## src/rtl/sram_word_bridge.sv

```systemverilog
// Bridge from the picorv32 native memory bus to a single 8-bit OpenRAM macro.
// Each 32-bit access is split into four byte-lane SRAM cycles; mem_ready pulses six cycles after accept.
module sram_word_bridge #(
    parameter int          ADDR_W    = 10,
    parameter logic [31:0] BASE_ADDR = 32'h0000_0000
) (
    input  logic              clk,
    input  logic              rstn,
    input  logic              mem_valid,
    input  logic              mem_instr,
    input  logic [31:0]       mem_addr,
    input  logic [31:0]       mem_wdata,
    input  logic [3:0]        mem_wstrb,
    output logic [31:0]       mem_rdata,
    output logic              mem_ready,
    output logic              sram_csb0,
    output logic              sram_web0,
    output logic [ADDR_W-1:0] sram_addr0,
    output logic [7:0]        sram_din0,
    input  logic [7:0]        sram_dout0
);

    typedef enum logic [2:0] {IDLE, CMD, LAST, RESP, MISS} state_e;

    typedef struct packed {
        logic       csb;
        logic       web;
        logic [7:0] din;
    } lane_cmd_t;

    // Read: every lane selected. Write: only strobed lanes selected, others left idle.
    function automatic lane_cmd_t lane_cmd(input logic [31:0] wdata,
                                           input logic [3:0]  wstrb,
                                           input logic [1:0]  lane);
        lane_cmd_t c;
        c.csb = 1'b1;
        c.web = 1'b1;
        c.din = wdata[{lane, 3'b000} +: 8];
        if (wstrb == 4'b0000) begin
            c.csb = 1'b0;
        end else if (wstrb[lane]) begin
            c.csb = 1'b0;
            c.web = 1'b0;
        end
        return c;
    endfunction

    state_e            state_q,  state_d;
    logic [1:0]        lane_q,   lane_d;
    logic [ADDR_W-3:0] word_q,   word_d;
    logic [31:0]       wdata_q,  wdata_d;
    logic [3:0]        wstrb_q,  wstrb_d;
    logic [23:0]       rbuf_q,   rbuf_d;
    logic              csb0_q,   csb0_d;
    logic              web0_q,   web0_d;
    logic [ADDR_W-1:0] addr0_q,  addr0_d;
    logic [7:0]        din0_q,   din0_d;
    logic              ready_q,  ready_d;
    logic [31:0]       rdata_q,  rdata_d;

    lane_cmd_t  cmd;
    logic [1:0] lane_nxt;
    logic       hit;
    logic       unused_inputs;

    assign unused_inputs = ^{mem_instr, mem_addr[1:0]};
    assign hit           = (mem_addr[31:ADDR_W] == BASE_ADDR[31:ADDR_W]);
    assign lane_nxt      = lane_q + 2'd1;

    // NOTE: every always_comb output gets a default first so no path can infer a latch.
    always_comb begin
        state_d = state_q;
        lane_d  = lane_q;
        word_d  = word_q;
        wdata_d = wdata_q;
        wstrb_d = wstrb_q;
        rbuf_d  = rbuf_q;
        csb0_d  = 1'b1;
        web0_d  = 1'b1;
        addr0_d = addr0_q;
        din0_d  = din0_q;
        ready_d = 1'b0;
        rdata_d = rdata_q;
        cmd     = '{csb: 1'b1, web: 1'b1, din: 8'h00};

        case (state_q)
            IDLE: begin
                if (mem_valid) begin
                    word_d  = mem_addr[ADDR_W-1:2];
                    wdata_d = mem_wdata;
                    wstrb_d = mem_wstrb;
                    if (hit) begin
                        state_d = CMD;
                        lane_d  = 2'd0;
                        cmd     = lane_cmd(mem_wdata, mem_wstrb, 2'd0);
                        csb0_d  = cmd.csb;
                        web0_d  = cmd.web;
                        addr0_d = {mem_addr[ADDR_W-1:2], 2'd0};
                        if (!cmd.web) din0_d = cmd.din;
                    end else begin
                        state_d = MISS;
                        ready_d = 1'b1;
                        rdata_d = 32'h0;
                    end
                end
            end
            CMD: begin
                // Data for the previous lane's read command is on sram_dout0 now.
                if (wstrb_q == 4'b0000) begin
                    case (lane_q)
                        2'd1:    rbuf_d[7:0]   = sram_dout0;
                        2'd2:    rbuf_d[15:8]  = sram_dout0;
                        2'd3:    rbuf_d[23:16] = sram_dout0;
                        default: ;
                    endcase
                end
                lane_d = lane_nxt;
                if (lane_q == 2'd3) begin
                    state_d = LAST;
                end else begin
                    cmd     = lane_cmd(wdata_q, wstrb_q, lane_nxt);
                    csb0_d  = cmd.csb;
                    web0_d  = cmd.web;
                    addr0_d = {word_q, lane_nxt};
                    if (!cmd.web) din0_d = cmd.din;
                end
            end
            LAST: begin
                state_d = RESP;
                ready_d = 1'b1;
                if (wstrb_q == 4'b0000) rdata_d = {sram_dout0, rbuf_q};
            end
            RESP:    state_d = IDLE;
            MISS:    state_d = IDLE;
            default: state_d = IDLE;
        endcase
    end

    // NOTE: state flops use non-blocking assignments so all of them update together on the edge.
    always_ff @(posedge clk or negedge rstn) begin
        if (!rstn) begin
            state_q <= IDLE;
            lane_q  <= 2'd0;
            word_q  <= '0;
            wdata_q <= 32'h0;
            wstrb_q <= 4'h0;
            rbuf_q  <= 24'h0;
            csb0_q  <= 1'b1;
            web0_q  <= 1'b1;
            addr0_q <= '0;
            din0_q  <= 8'h00;
            ready_q <= 1'b0;
            rdata_q <= 32'h0;
        end else begin
            state_q <= state_d;
            lane_q  <= lane_d;
            word_q  <= word_d;
            wdata_q <= wdata_d;
            wstrb_q <= wstrb_d;
            rbuf_q  <= rbuf_d;
            csb0_q  <= csb0_d;
            web0_q  <= web0_d;
            addr0_q <= addr0_d;
            din0_q  <= din0_d;
            ready_q <= ready_d;
            rdata_q <= rdata_d;
        end
    end

    assign sram_csb0  = csb0_q;
    assign sram_web0  = web0_q;
    assign sram_addr0 = addr0_q;
    assign sram_din0  = din0_q;
    assign mem_ready  = ready_q;
    assign mem_rdata  = rdata_q;

endmodule

```

## config.mk

```make
export PLATFORM = sky130hd
export DESIGN_NAME = sram_word_bridge
export DESIGN_NICKNAME = d
export VERILOG_FILES = /design/src/rtl/sram_word_bridge.sv
export SDC_FILE = /design/constraint.sdc
export NUM_CORES = 1
export LEC_CHECK = 0
export CORE_ASPECT_RATIO = 0.8
export CORE_MARGIN = 3
export CORE_UTILIZATION = 51
export CTS_BUF_LIST = sky130_fd_sc_hd__clkbuf_4 sky130_fd_sc_hd__clkbuf_8
export CTS_CLUSTER_DIAMETER = 150
export DETAILED_ROUTE_END_ITERATION = 16
export PLACE_DENSITY_LB_ADDON = 0.1
export SLEW_MARGIN = 20
export SYNTH_ARGS = -nofsm -noshare
export SYNTH_HDL_FRONTEND = slang
export SYNTH_SLANG_ARGS = --single-unit
export TNS_END_PERCENT = 50
```

## constraint.sdc

```tcl
create_clock -name clk -period 2.95 [get_ports clk]
set_input_delay 0.59 -clock clk [delete_from_list [all_inputs] [get_ports clk]]
set_output_delay 0.59 -clock clk [all_outputs]
set_load 0.03 [all_outputs]
```

==> results.cfg <==
[placement]
gp_congestion = 0.823
port_buffers = 129
dp_hpwl_mm = 8.85
dp_cells = 755

[finish]
syn_to_final_growth_pct = 35.9
n_antenna_cell = 0
drive_above_1_share_pct = 17.7
fillers = 778
nNetsFinal = 721
stdcell_count = 787

[pwr]
power.switching_uw = 889
p_clk_share_pct = 42.6
intPower_mw = 2.99
power_density_nw_per_um2 = 534
p_leak_nw = 3.25
seqPwrFrac_pct = 48.4
power_frac_comb_pct = 8.9
swShare_pct = 22.9
ir_worst_vdd_mv = 0.488

[setup_path]
ff2ff_setup_slack_ns = 0.72
cp.arrival_ns = 2.55
critPathKind = flop to flop
r2r_cells = 6
critPathRequiredTime_ns = 3.27
worst_r2r_startpoint = lane_q[1]
critPathLaunchType = flop
r2r_end = sram_din0[2]
critPathMaxFanout = 11
endpoint_kind = flop

[detailed_routing]
antenna_left = 0
wl_per_cell_um = 16.6
drtIter0Drc = 303
firstDrtPassIters = 4
vias = 4176
remaining_drc_errors = 0
drt-total-wl_mm = 13.1
viasPerCell = 5.31

[synth]
synthCells = 505
ys_seq_area_share_pct = 59.1
yosysTopAreaCellShare_pct = 58.1
synth-seq-cells = 126
syn_area_um2 = 5340
avgSynthCellArea_um2 = 10.6
yosys.area.top_type = dfrtp_1
syn-num-nets = 588
ys_top_cells_by_area = dfrtp_1 (58%), nand2_1 (14%), mux2_2 (8.2%)
synth_cell_types = 36
yosysWarnings = 0

[floorplanning]
die_w_um = 120
start_util_pct = 53.7
core-area_um2 = 9930
die_y_um = 97.5
rows = 32
design.die.area_um2 = 11700
ios = 133

[timing]
fin_tns_setup_ns = 0
post-route-period-util_pct = 75.7
slew_headroom_pct = 45.3
period_minus_slack_ns = 2.23
finalHoldViolations = 0
fin_skew_ns = 0.0168
finalMaxSlewViolations = 0
worstMarginPinSlew_ns = 0.813
setup_viol = 0
rsz0062_at_grt = no
fmaxAchievable_mhz = 448

[clocking]
cts_tree = built
post_cts_buffers = 0
clk-insertion-delay-late_ns = 0.44
cts_resized = 0
clock_path_buffers = 2
cts_hold_buf = 0
clkSlewWorstSetupHoldPaths_ns = 0.07
h-tree-depth = 4
cts_root_buffer = clkbuf_8
clock_sinks = 126
cts_buffers = 17

[global_route]
grt_pass1_vias = 4256
grt_pass1_wl_mm = 21.6
grt_max_degree = 58
overflow = 0
track_usage_pct = 23.4
antenna_found_initial = 0

[flow_run]
max_cap_violations = 0

[outcome]
status = completed

[min_path]
hp-class = input pin to asynchronous set/reset pin
cell type report:
type	count	area (µm²)	share of cell area [%]
clock buffer	24	324	4.47
clock inverter	8	128	1.76
inverter	5	18.8	0.259
multi-input combinational	348	2060	28.4
sequential	126	3160	43.5
tap	136	170	2.35
timing repair buffer	140	1400	19.2
per-layer routing:
metal	up-vias	wire (µm)	global-route usage (%)
li1	1956	-	-
met1	2050	5870	31.5
met2	153	6130	37.3
met3	17	962	7.33
met4	0	116	5.49
met5	-	0	0
registers in the layout, indices dropped and copies added, names as in the netlist:
signal / cells
lane_q: 2
mem_rdata: 32
mem_ready: 1
rbuf_q: 24
sram_addr0: 10
sram_csb0: 1
sram_din0: 8
sram_web0: 1
state_q: 3
wdata_q: 32
word_q: 8
wstrb_q: 4
synth_stat cells (all sizes together):
cell / number
a21boi: 1
a21oi: 2
a31oi: 1
and3: 2
buf: 4
clkbuf: 22
dfrtp: 124
dfstp: 2
ha: 3
inv: 5
mux2: 40
mux4: 9
nand2: 206
nand2b: 1
nand3: 4
nand4: 1
nor2: 4
nor2b: 2
nor3: 2
nor4: 6
nor4b: 1
o21a: 1
o21ai: 36
o21bai: 1
o221a: 8
o22a: 1
o22ai: 2
o311a: 1
o31ai: 4
or2: 8
or3: 1
stage by stage:
| step | total power, mW | area (µm²) | worst slack, ns | util (%) | hold WS (ns) |
|---|---|---|---|---|---|
| global placement | 2.24 | 6800 | 0.281 | 68.5 | 0.450 |
| finish | 3.88 | 7250 | 0.715 | 73.1 | 0.153 |
| CTS | 3.91 | 7250 | 0.698 | 73.1 | 0.154 |
| global route | 4.04 | 7250 | 0.591 | 73.1 | 0.180 |
| detailed placement | 2.25 | 6800 | 0.260 | 68.5 | 0.456 |
| floorplan | 2.05 | 5340 | 0.573 | - | 0.294 |
cell families after synthesis:
logic type,synth area share [%]
buffers and inverters,2.23
AO/OA/AOI/OAI,7.29
AND/OR/NAND/NOR,18.4
flip-flops,59.1
adder cells (fa/ha/maj),0.703
multiplexers,12.2
worst max-delay path by stage:
stage,endpoint,slack (ns),startpoint
final,sram_din0[2],0.72,lane_q[1]
after global routing,sram_addr0[6],0.59,mem_addr[14]
after CTS,sram_din0[2],0.70,lane_q[1]
after detailed placement,sram_addr0[3],0.26,mem_addr[10]
after global placement,sram_addr0[3],0.28,mem_addr[11]
after floorplan,sram_din0[0],0.57,lane_q[0]
worst max-delay path, cell delays in order, from the launching register on:
cell	delay [ns]
dfrtp_1	0.40
ha_1	0.63
mux4_2	0.31
nand3_1	0.11
o31ai_4	0.09
buf_4	0.23
mux2_2	0.35
cells in the final DEF, fill, tap and decap left out, types with 3 or more instances in the layout:
cell             count
nor4_1               6
ha_1                 3
nor2_1               3
bufinv_16            3
nand3_1              4
buf_4               10
clkdlybuf4s50_1    128
mux2_2              39
dfrtp_1            124
or2_2                8
o21ai_0             36
o221a_2              8
mux4_2               9
inv_1                5
clkinvlp_4           5
clkbuf_8            23
nand2_1            206
power by group through the flow:
stage	Combinational, mW	Sequential, mW	Clock [mW]
finish	0.346	1.88	1.65
CTS	0.350	1.88	1.68
detailed placement	0.346	1.91	0
floorplan	0.153	1.89	0
global placement	0.335	1.90	0
global route	0.384	1.89	1.77
(Power assumes the default switching activity.)
